## src/rtl/simon_pkg.sv

```systemverilog
// Shared types and constants for the Simon game datapath.
//
// Contents:
//   color_t            2-bit colour code
//   GREEN/RED/BLUE/YELLOW  colour constants (0..3)
//   LFSR_MASK          Galois tap mask for the 16-bit right-shift LFSR
//   SEED_DEFAULT       default non-zero LFSR seed
//   lfsr16_next()      one-step LFSR update, shared by every LFSR user
package simon_pkg;

    typedef logic [1:0] color_t;

    localparam color_t GREEN  = 2'd0;
    localparam color_t RED    = 2'd1;
    localparam color_t BLUE   = 2'd2;
    localparam color_t YELLOW = 2'd3;

    localparam logic [15:0] LFSR_MASK    = 16'hB400;
    localparam logic [15:0] SEED_DEFAULT = 16'hACE1;

    // Galois right-shift step: the bit shifted out decides whether the
    // tap mask is folded back in. Mask B400 gives the maximal period 2^16-1.
    function automatic logic [15:0] lfsr16_next(input logic [15:0] cur);
        lfsr16_next = (cur >> 1) ^ (cur[0] ? LFSR_MASK : 16'h0000);
    endfunction

endpackage

```

## src/rtl/simon_lfsr16.sv

```systemverilog
// Free-running 16-bit Galois LFSR.
//
// Loads SEED while reset is high, then advances once per clock with no
// enable. Intended as a generic randomness source: consumers sample the
// current value whenever an event of theirs occurs, so the sampled value
// depends on event timing.
//
// Ports:
//   clk    in   system clock
//   reset  in   synchronous, active-high reset (loads SEED)
//   lfsr   out  current LFSR state (16 bits)
module simon_lfsr16
    import simon_pkg::*;
#(
    parameter logic [15:0] SEED = SEED_DEFAULT
) (
    input  logic        clk,
    input  logic        reset,
    output logic [15:0] lfsr
);

    logic [15:0] lfsr_reg;
    logic [15:0] lfsr_next;

    assign lfsr_next = lfsr16_next(lfsr_reg);

    always_ff @(posedge clk) begin
        if (reset) begin
            lfsr_reg <= SEED;
        end else begin
            lfsr_reg <= lfsr_next;
        end
    end

    assign lfsr = lfsr_reg;

endmodule

```

## src/rtl/simon_seq_store.sv

```systemverilog
// Simon pattern store.
//
// Keeps the whole colour pattern in a register array so each round only
// appends one colour. New colours are the low two bits of a free-running
// LFSR at the moment of the append, so player timing selects the pattern.
// A read index walks the pattern for replay and for checking the player.
//
// Ports:
//   clk       in   system clock
//   reset     in   synchronous, active-high reset
//   clear     in   empty the pattern (len=0, idx=0, overflow=0)
//   append    in   pulse: append lfsr[1:0] to the pattern
//   step      in   pulse: advance idx, saturating at len-1
//   rerun     in   pulse: return idx to 0
//   color     out  colour at idx (0 when empty)
//   idx       out  current read index
//   len       out  number of stored colours, 0..MAX_LEN
//   at_end    out  len!=0 and idx==len-1
//   full      out  len==MAX_LEN
//   overflow  out  sticky: an append arrived while full
//   peek      out  colours idx..idx+3 as {c3,c2,c1,c0}; slots >= len read 0
module simon_seq_store
    import simon_pkg::*;
#(
    parameter int          MAX_LEN = 32,
    parameter int          ADDR_W  = 5,
    parameter logic [15:0] SEED    = SEED_DEFAULT
) (
    input  logic              clk,
    input  logic              reset,
    input  logic              clear,
    input  logic              append,
    input  logic              step,
    input  logic              rerun,
    output logic [1:0]        color,
    output logic [ADDR_W-1:0] idx,
    output logic [ADDR_W:0]   len,
    output logic              at_end,
    output logic              full,
    output logic              overflow,
    output logic [7:0]        peek
);

    localparam int PEEK_N = 4;

    // ------------------------------------------------------------------
    // Randomness source
    // ------------------------------------------------------------------
    logic [15:0] lfsr_value;

    simon_lfsr16 #(
        .SEED (SEED)
    ) u_lfsr (
        .clk   (clk),
        .reset (reset),
        .lfsr  (lfsr_value)
    );

    // ------------------------------------------------------------------
    // State
    // ------------------------------------------------------------------
    color_t            mem_reg [MAX_LEN];
    logic [ADDR_W:0]   len_reg;
    logic [ADDR_W-1:0] idx_reg;
    logic              overflow_reg;

    logic              full_int;
    logic              empty_int;
    logic [ADDR_W:0]   last_pos;
    logic [ADDR_W:0]   idx_ext;
    logic              can_step;
    logic              do_write;

    assign full_int  = (len_reg == (ADDR_W+1)'(MAX_LEN));
    assign empty_int = (len_reg == '0);
    // Only meaningful when the pattern is non-empty; every use is guarded.
    assign last_pos  = len_reg - (ADDR_W+1)'(1);
    assign idx_ext   = {1'b0, idx_reg};
    // Uses the pre-append length, so a step coinciding with an append at
    // the last position holds instead of running onto the new colour.
    assign can_step  = !empty_int && (idx_ext < last_pos);
    assign do_write  = append && !full_int && !clear && !reset;

    // Pattern memory: no reset, visibility is controlled by len_reg.
    always_ff @(posedge clk) begin
        if (do_write) begin
            mem_reg[len_reg[ADDR_W-1:0]] <= lfsr_value[1:0];
        end
    end

    // Length, read index and sticky overflow.
    // Priority: reset > clear > rerun > step; append runs alongside the
    // index control except when clear drops it.
    always_ff @(posedge clk) begin
        if (reset) begin
            len_reg      <= '0;
            idx_reg      <= '0;
            overflow_reg <= 1'b0;
        end else if (clear) begin
            len_reg      <= '0;
            idx_reg      <= '0;
            overflow_reg <= 1'b0;
        end else begin
            if (append) begin
                if (full_int) begin
                    overflow_reg <= 1'b1;
                end else begin
                    len_reg <= len_reg + (ADDR_W+1)'(1);
                end
            end

            if (rerun) begin
                idx_reg <= '0;
            end else if (step && can_step) begin
                idx_reg <= idx_reg + ADDR_W'(1);
            end
        end
    end

    // ------------------------------------------------------------------
    // Read path: look-ahead window starting at idx. Addresses are formed
    // one bit wider than the index so that slots past the end of the
    // array compare as >= len instead of wrapping back to the start.
    // ------------------------------------------------------------------
    color_t peek_slot [PEEK_N];

    genvar gi;
    generate
        for (gi = 0; gi < PEEK_N; gi++) begin : g_peek
            logic [ADDR_W:0] slot_addr;
            assign slot_addr     = idx_ext + (ADDR_W+1)'(gi);
            assign peek_slot[gi] = (slot_addr < len_reg)
                                 ? mem_reg[slot_addr[ADDR_W-1:0]]
                                 : GREEN;
            assign peek[2*gi +: 2] = peek_slot[gi];
        end
    endgenerate

    // idx never exceeds len-1, so slot 0 is valid exactly when non-empty.
    assign color    = peek_slot[0];
    assign idx      = idx_reg;
    assign len      = len_reg;
    assign at_end   = !empty_int && (idx_ext == last_pos);
    assign full     = full_int;
    assign overflow = overflow_reg;

endmodule
```

## config.mk

```make
export PLATFORM = sky130hd
export DESIGN_NAME = simon_seq_store
export DESIGN_NICKNAME = d
export VERILOG_FILES = /design/src/rtl/simon_pkg.sv /design/src/rtl/simon_lfsr16.sv /design/src/rtl/simon_seq_store.sv
export SDC_FILE = /design/constraint.sdc
export NUM_CORES = 1
export LEC_CHECK = 0
export CAP_MARGIN = 10
export CORE_ASPECT_RATIO = 0.9
export CORE_MARGIN = 5
export CORE_UTILIZATION = 61
export CTS_BUF_LIST = sky130_fd_sc_hd__clkbuf_4 sky130_fd_sc_hd__clkbuf_8 sky130_fd_sc_hd__clkbuf_16
export DETAILED_ROUTE_END_ITERATION = 10
export GPL_ROUTABILITY_DRIVEN = 0
export PLACE_DENSITY = 0.81
export SYNTH_ARGS = -nofsm -noshare
export SYNTH_HDL_FRONTEND = slang
export SYNTH_SLANG_ARGS = --single-unit
```

## constraint.sdc

```tcl
create_clock -name clk -period 5.2 [get_ports clk]
set_clock_uncertainty 0.15 [all_clocks]
set_input_delay 1.3 -clock clk [delete_from_list [all_inputs] [get_ports clk]]
set_output_delay 1.3 -clock clk [all_outputs]
set_load 0.005 [all_outputs]
```

==> out/metrics.yaml, run 1 <==
stop_error: "Error: net53 14 pin not visited #guides = 93"
grt_max_degree: 38
grt_overflow: 0
antenna_found_initial: 0
clock_sinks: 97
synthTopCellsByArea: "edfxtp_1, mux4_2, dfxtp_1"
grt_pass1_vias: 4467
initial_core_util_pct: 61.6
cts-resized-gates: 0
yosys.area_share.simple_pct: 14.3
yosysSeqAreaShare_pct: 41.5
hpwl_mm: 11.1
num_rows: 35
cts_buffer_depth: 2
ys_types: 47
synth-xor-area-share_pct: 3.33
synth_top_family_by_area: "multiplexers"
htree_num_levels: 3
grt_pass1_wl_mm: 25.8
cts_hold_buf: 0
netlist.area_leader.share_pct: 30.9
grt_use_total_pct: 27.8
syn_area_mm2: 0.00623
synth_mux_area_share_pct: 24.8
synth-compound-area-share_pct: 5.10
die_w_um: 117
portBuffers: 29
io_pins: 30
flow.stopped_at: "5_2_route"
synth-edff-count: 64
numCtsBuffers: 9
cts-root-buf: "clkbuf_16"
status: "did not finish"
die_h_um: 106
ys_warn_count: 0
yosys_most_used_dff: "edfxtp_1"
syn_inst: 513
yosysTopAreaCell: "edfxtp_1"
cts_setup_buffers: 0
synth_seq_cells: 97
async_flop_share_pct: 0
syn_nets: 554
synthAdderAreaFrac_pct: 7.03
avgSynthCellArea_um2: 12.1
-- layer usage --
layer	GRT usage (%)
met4	11.2
met2	42.0
met5	0
met1	38.1
met3	7.81
-- cell families after synthesis --
group,Yosys count
xor+xnor,22
fa+ha+maj,35
flops,97
mux,77
compound gates,43
simple gates,191
buf+inv,48
-- synthesized netlist by cell type, types with 2 or more instances --
master and count:
a31oi_1 3, nand2b_1 2, buf_6 5, a21oi_1 7
and3_1 2, inv_2 4, a21o_1 3, o21ai_1 2
buf_1 2, o21a_1 12, nand4_1 5, buf_2 10
nand3_1 20, ha_1 35, nand3b_1 3, edfxtp_1 64
dfxtp_1 33, nor2_1 63, a311oi_1 5, nor3_1 8
or2_2 6, xor2_1 5, mux2i_1 14, a32oi_1 5
xnor2_1 15, clkbuf_1 11, nor3b_1 6, o21bai_1 2
mux4_2 62, buf_4 3, or3_1 3, nor2b_1 12
inv_1 13, nand2_1 55
-- through the flow --
step / cell area (µm²) / instances / worst slack, ps
global placement: 6590 / 652 / 806
CTS: 6900 / 668 / 358
floorplan: 6230 / 513 / 776
detailed placement: 6590 / 652 / 755
global route: 6930 / 669 / 146
==> inputs of run 2 (changes only) <==
CORE_ASPECT_RATIO = default   (was 0.9)
CORE_UTILIZATION = 40   (was 61)
CTS_BUF_LIST = default   (was sky130_fd_sc_hd__clkbuf_4 sky130_fd_sc_hd__clkbuf_8 sky130_fd_sc_hd__clkbuf_16)
PLACE_DENSITY = default   (was 0.81)
PLACE_DENSITY_LB_ADDON = 0.15   (was default)
==> run 2 against run 1 <==
The flow now finishes without violations. Area after synthesis did not move. Synthesized cell count did not move. Global-route usage fell by 8.7 points.
==> out/metrics.yaml, run 2 <==
crit_type: "flip-flop to primary output"
setup_tns_ps: 0
final_area_mm2: 0.00703
grt_overflow: 0  # unchanged
clkPwrFrac_pct: 43.7
power_density_mw_per_mm2: 228
synth_common_cells: "edfxtp_1, nor2_1, mux4_2"  # unchanged
ys_types: 47  # unchanged
num_rows: 45  # was 35
hpwl_mm: 12.3  # was 11.1 mm
antenna_found_initial: 0  # unchanged
crit_fanout: 11
utilization_pct: 46.1
nNetsFinal: 577
diodes: 0
p_comb_share_pct: 4.3
p_leak_nw: 2.32
power_switching_share_pct: 22.2
largest_reg_flops: 64
core_mm2: 0.0153
syn2layout_area_growth_pct: 12.9
cts_hold_buf: 0  # unchanged
initial_core_util_pct: 40.8  # was 61.6%
p_switching_mw: 0.356
period_needed_ps: 4950
yosysMostFrequentCell: "edfxtp_1"  # unchanged
yosysSeqAreaShare_pct: 41.5  # unchanged
grt_use_met1_pct: 26.8  # was 38.1%
status: "finished, final reports clean"  # was did not finish
endpoint_kind: "primary output"
grtUsageMet3_pct: 3.61  # was 7.81%
hold_viol_final: 0
viasPerCell: 5.76
syn_area_mm2: 0.00623  # unchanged
die_area_mm2: 0.0182
worstMarginPinSlew_ps: 1060
setup_viol: 0
gr-usage-met2_pct: 29.3  # was 42.0%
synthTopCellsByArea: "edfxtp_1, mux4_2, dfxtp_1"  # unchanged
cp_slowest_cell: "dfxtp_1"
synth-edff-count: 64  # unchanged
io_pins: 30  # unchanged
fin_crit_sh_pct: 95.3
yosysTopAreaCell: "edfxtp_1"  # unchanged
portBuffers: 29  # unchanged
cts-resized-gates: 0  # unchanged
pwr-share-seq_pct: 52.0
final_common_cell: "edfxtp_1"
clock_latency_ps: 360
relSlewSlack_pct: 29.5
slew_viol_final: 0
tritoncts: "done"
die_h_um: 135  # was 106 µm
die_w_um: 135  # was 117 µm
path_delay_family: "compound AO/OA/AOI/OAI gates"
grt_pass1_vias: 4335  # was 4467
syn_inst: 513  # unchanged
wl_per_cell_um: 22.1
netlist.area_leader.share_pct: 30.9  # unchanged
grt_pass1_wl_mm: 26.2  # was 25.8 mm
cts_setup_buffers: 0  # unchanged
cpMostUsedCell: "o21a_1"
post_dp_cell_area_mm2: 0.00671  # was 0.00659 mm²
wirelength_mm: 16.6
numCtsBuffers: 9  # unchanged
clock_sinks: 97  # unchanged
cts_buffer_depth: 2  # unchanged
syn_nets: 554  # unchanged
initialDrtViolationCount: 594
min_path_type: "flip-flop to flip-flop"
busiest_layer: "met2"  # unchanged
worstPathBufferInverterCount: 1
yosys_most_used_dff: "edfxtp_1"  # unchanged
cts-root-buf: "clkbuf_16"  # unchanged
async_flop_share_pct: 0  # unchanged
avgSynthCellArea_um2: 12.1  # unchanged
nFillCells: 1364
rsz0062_at_grt: "no"
htree_num_levels: 3  # unchanged
drive_gt1_share_pct: 20.0
critPathMaxStageDelay_ps: 610
grt_max_degree: 37  # was 38
vdd_drop_max_mv: 0.163
cp.required_ps: 3750
dr.pass1.iters: 5
fin_hold_ws_ps: 262
r2r_setup_slack_ps: 2300
grt_use_total_pct: 19.2  # was 27.8%
fin_total_pwr_mw: 1.61
drc_errors: 0
drv_cap: 0
fmax_mhz: 202
synth_seq_cells: 97  # unchanged
internal_power_mw: 1.25
path_cells: "ha_1, a21oi_1, xnor2_2, ha_1, o21a_1, o21a_1, o21a_1, a311oi_1, clkdlybuf4s50_1"
worstPathArrival_ps: 3500
num_vias: 4332
ys_warn_count: 0  # unchanged
clk_pin_slew_ps: 70
worst_setup_path_start_kind: "flip-flop"
ant_nets: 0
layout_common_cells: "edfxtp_1, nor2_1, mux4_2, nand2_1, ha_1"
-- run 2: power by group through the flow --
| stage | Clock, mW | Combinational (mW) | Sequential [mW] |
|---|---|---|---|
| 6_report | 0.702 | 0.0687 | 0.835 |
| 5_1_grt | 0.752 | 0.0761 | 0.836 |
| 4_1_cts | 0.717 | 0.0693 | 0.835 |
| 3_5_place_dp | 0 | 0.0690 | 0.852 |
| 3_3_place_gp | 0 | 0.0684 | 0.852 |
| 2_1_floorplan | 0 | 0.0447 | 0.852 |
-- run 2: worst paths after layout --
check	start	end	depth (start not counted)
worst max register to register	len[0]$_SDFFE_PP0P_	idx[0]$_SDFFE_PP0P_	11
worst min register to register	u_lfsr.lfsr[6]$_SDFF_PP1_	u_lfsr.lfsr[5]$_SDFF_PP1_	1
worst max-delay path	idx[2]$_SDFFE_PP0P_	peek[6]	9
worst min-delay path	u_lfsr.lfsr[6]$_SDFF_PP1_	u_lfsr.lfsr[5]$_SDFF_PP1_	1
-- run 2: final cells by class --
type,count,area [µm²],area share [%]
timing repair buffer,43,395,5.62
inverter,17,63.8,0.908
tap,211,264,3.76
sequential,97,2580,36.8
multi-input combinational,368,3400,48.4
clock inverter,7,92.6,1.32
clock buffer,9,225,3.20
-- run 2: routing by layer --
metal  vias up  part of all wire (%)  wire [µm]
met1      2158                    44       7260
met2       171                    46       7690
li1       1978                     -          -
met3        25                   6.7       1120
met4         0                   3.5        576
met5         -                     0          0
-- run 2: cells by family after synthesis --
kind of cell               Yosys count  share of synthesized area [%]
adders and majority gates           35                           7.03
buffers and inverters               48                           3.88
and+or+nand+nor                    191                           14.3
xor gates and xnor gates            22                           3.33
muxes                               77                           24.8
DFF                                 97                           41.5
AOI/OAI and AO/OA                   43                           5.10
-- run 2: metrics by stage --
step,instances,setup WS (ps)
after global routing,752,78.5
after floorplan,513,776
final,752,246
after detailed placement,736,664
after global placement,736,758
after CTS,752,275
No activity file was read; power rests on OpenSTA's default activity.
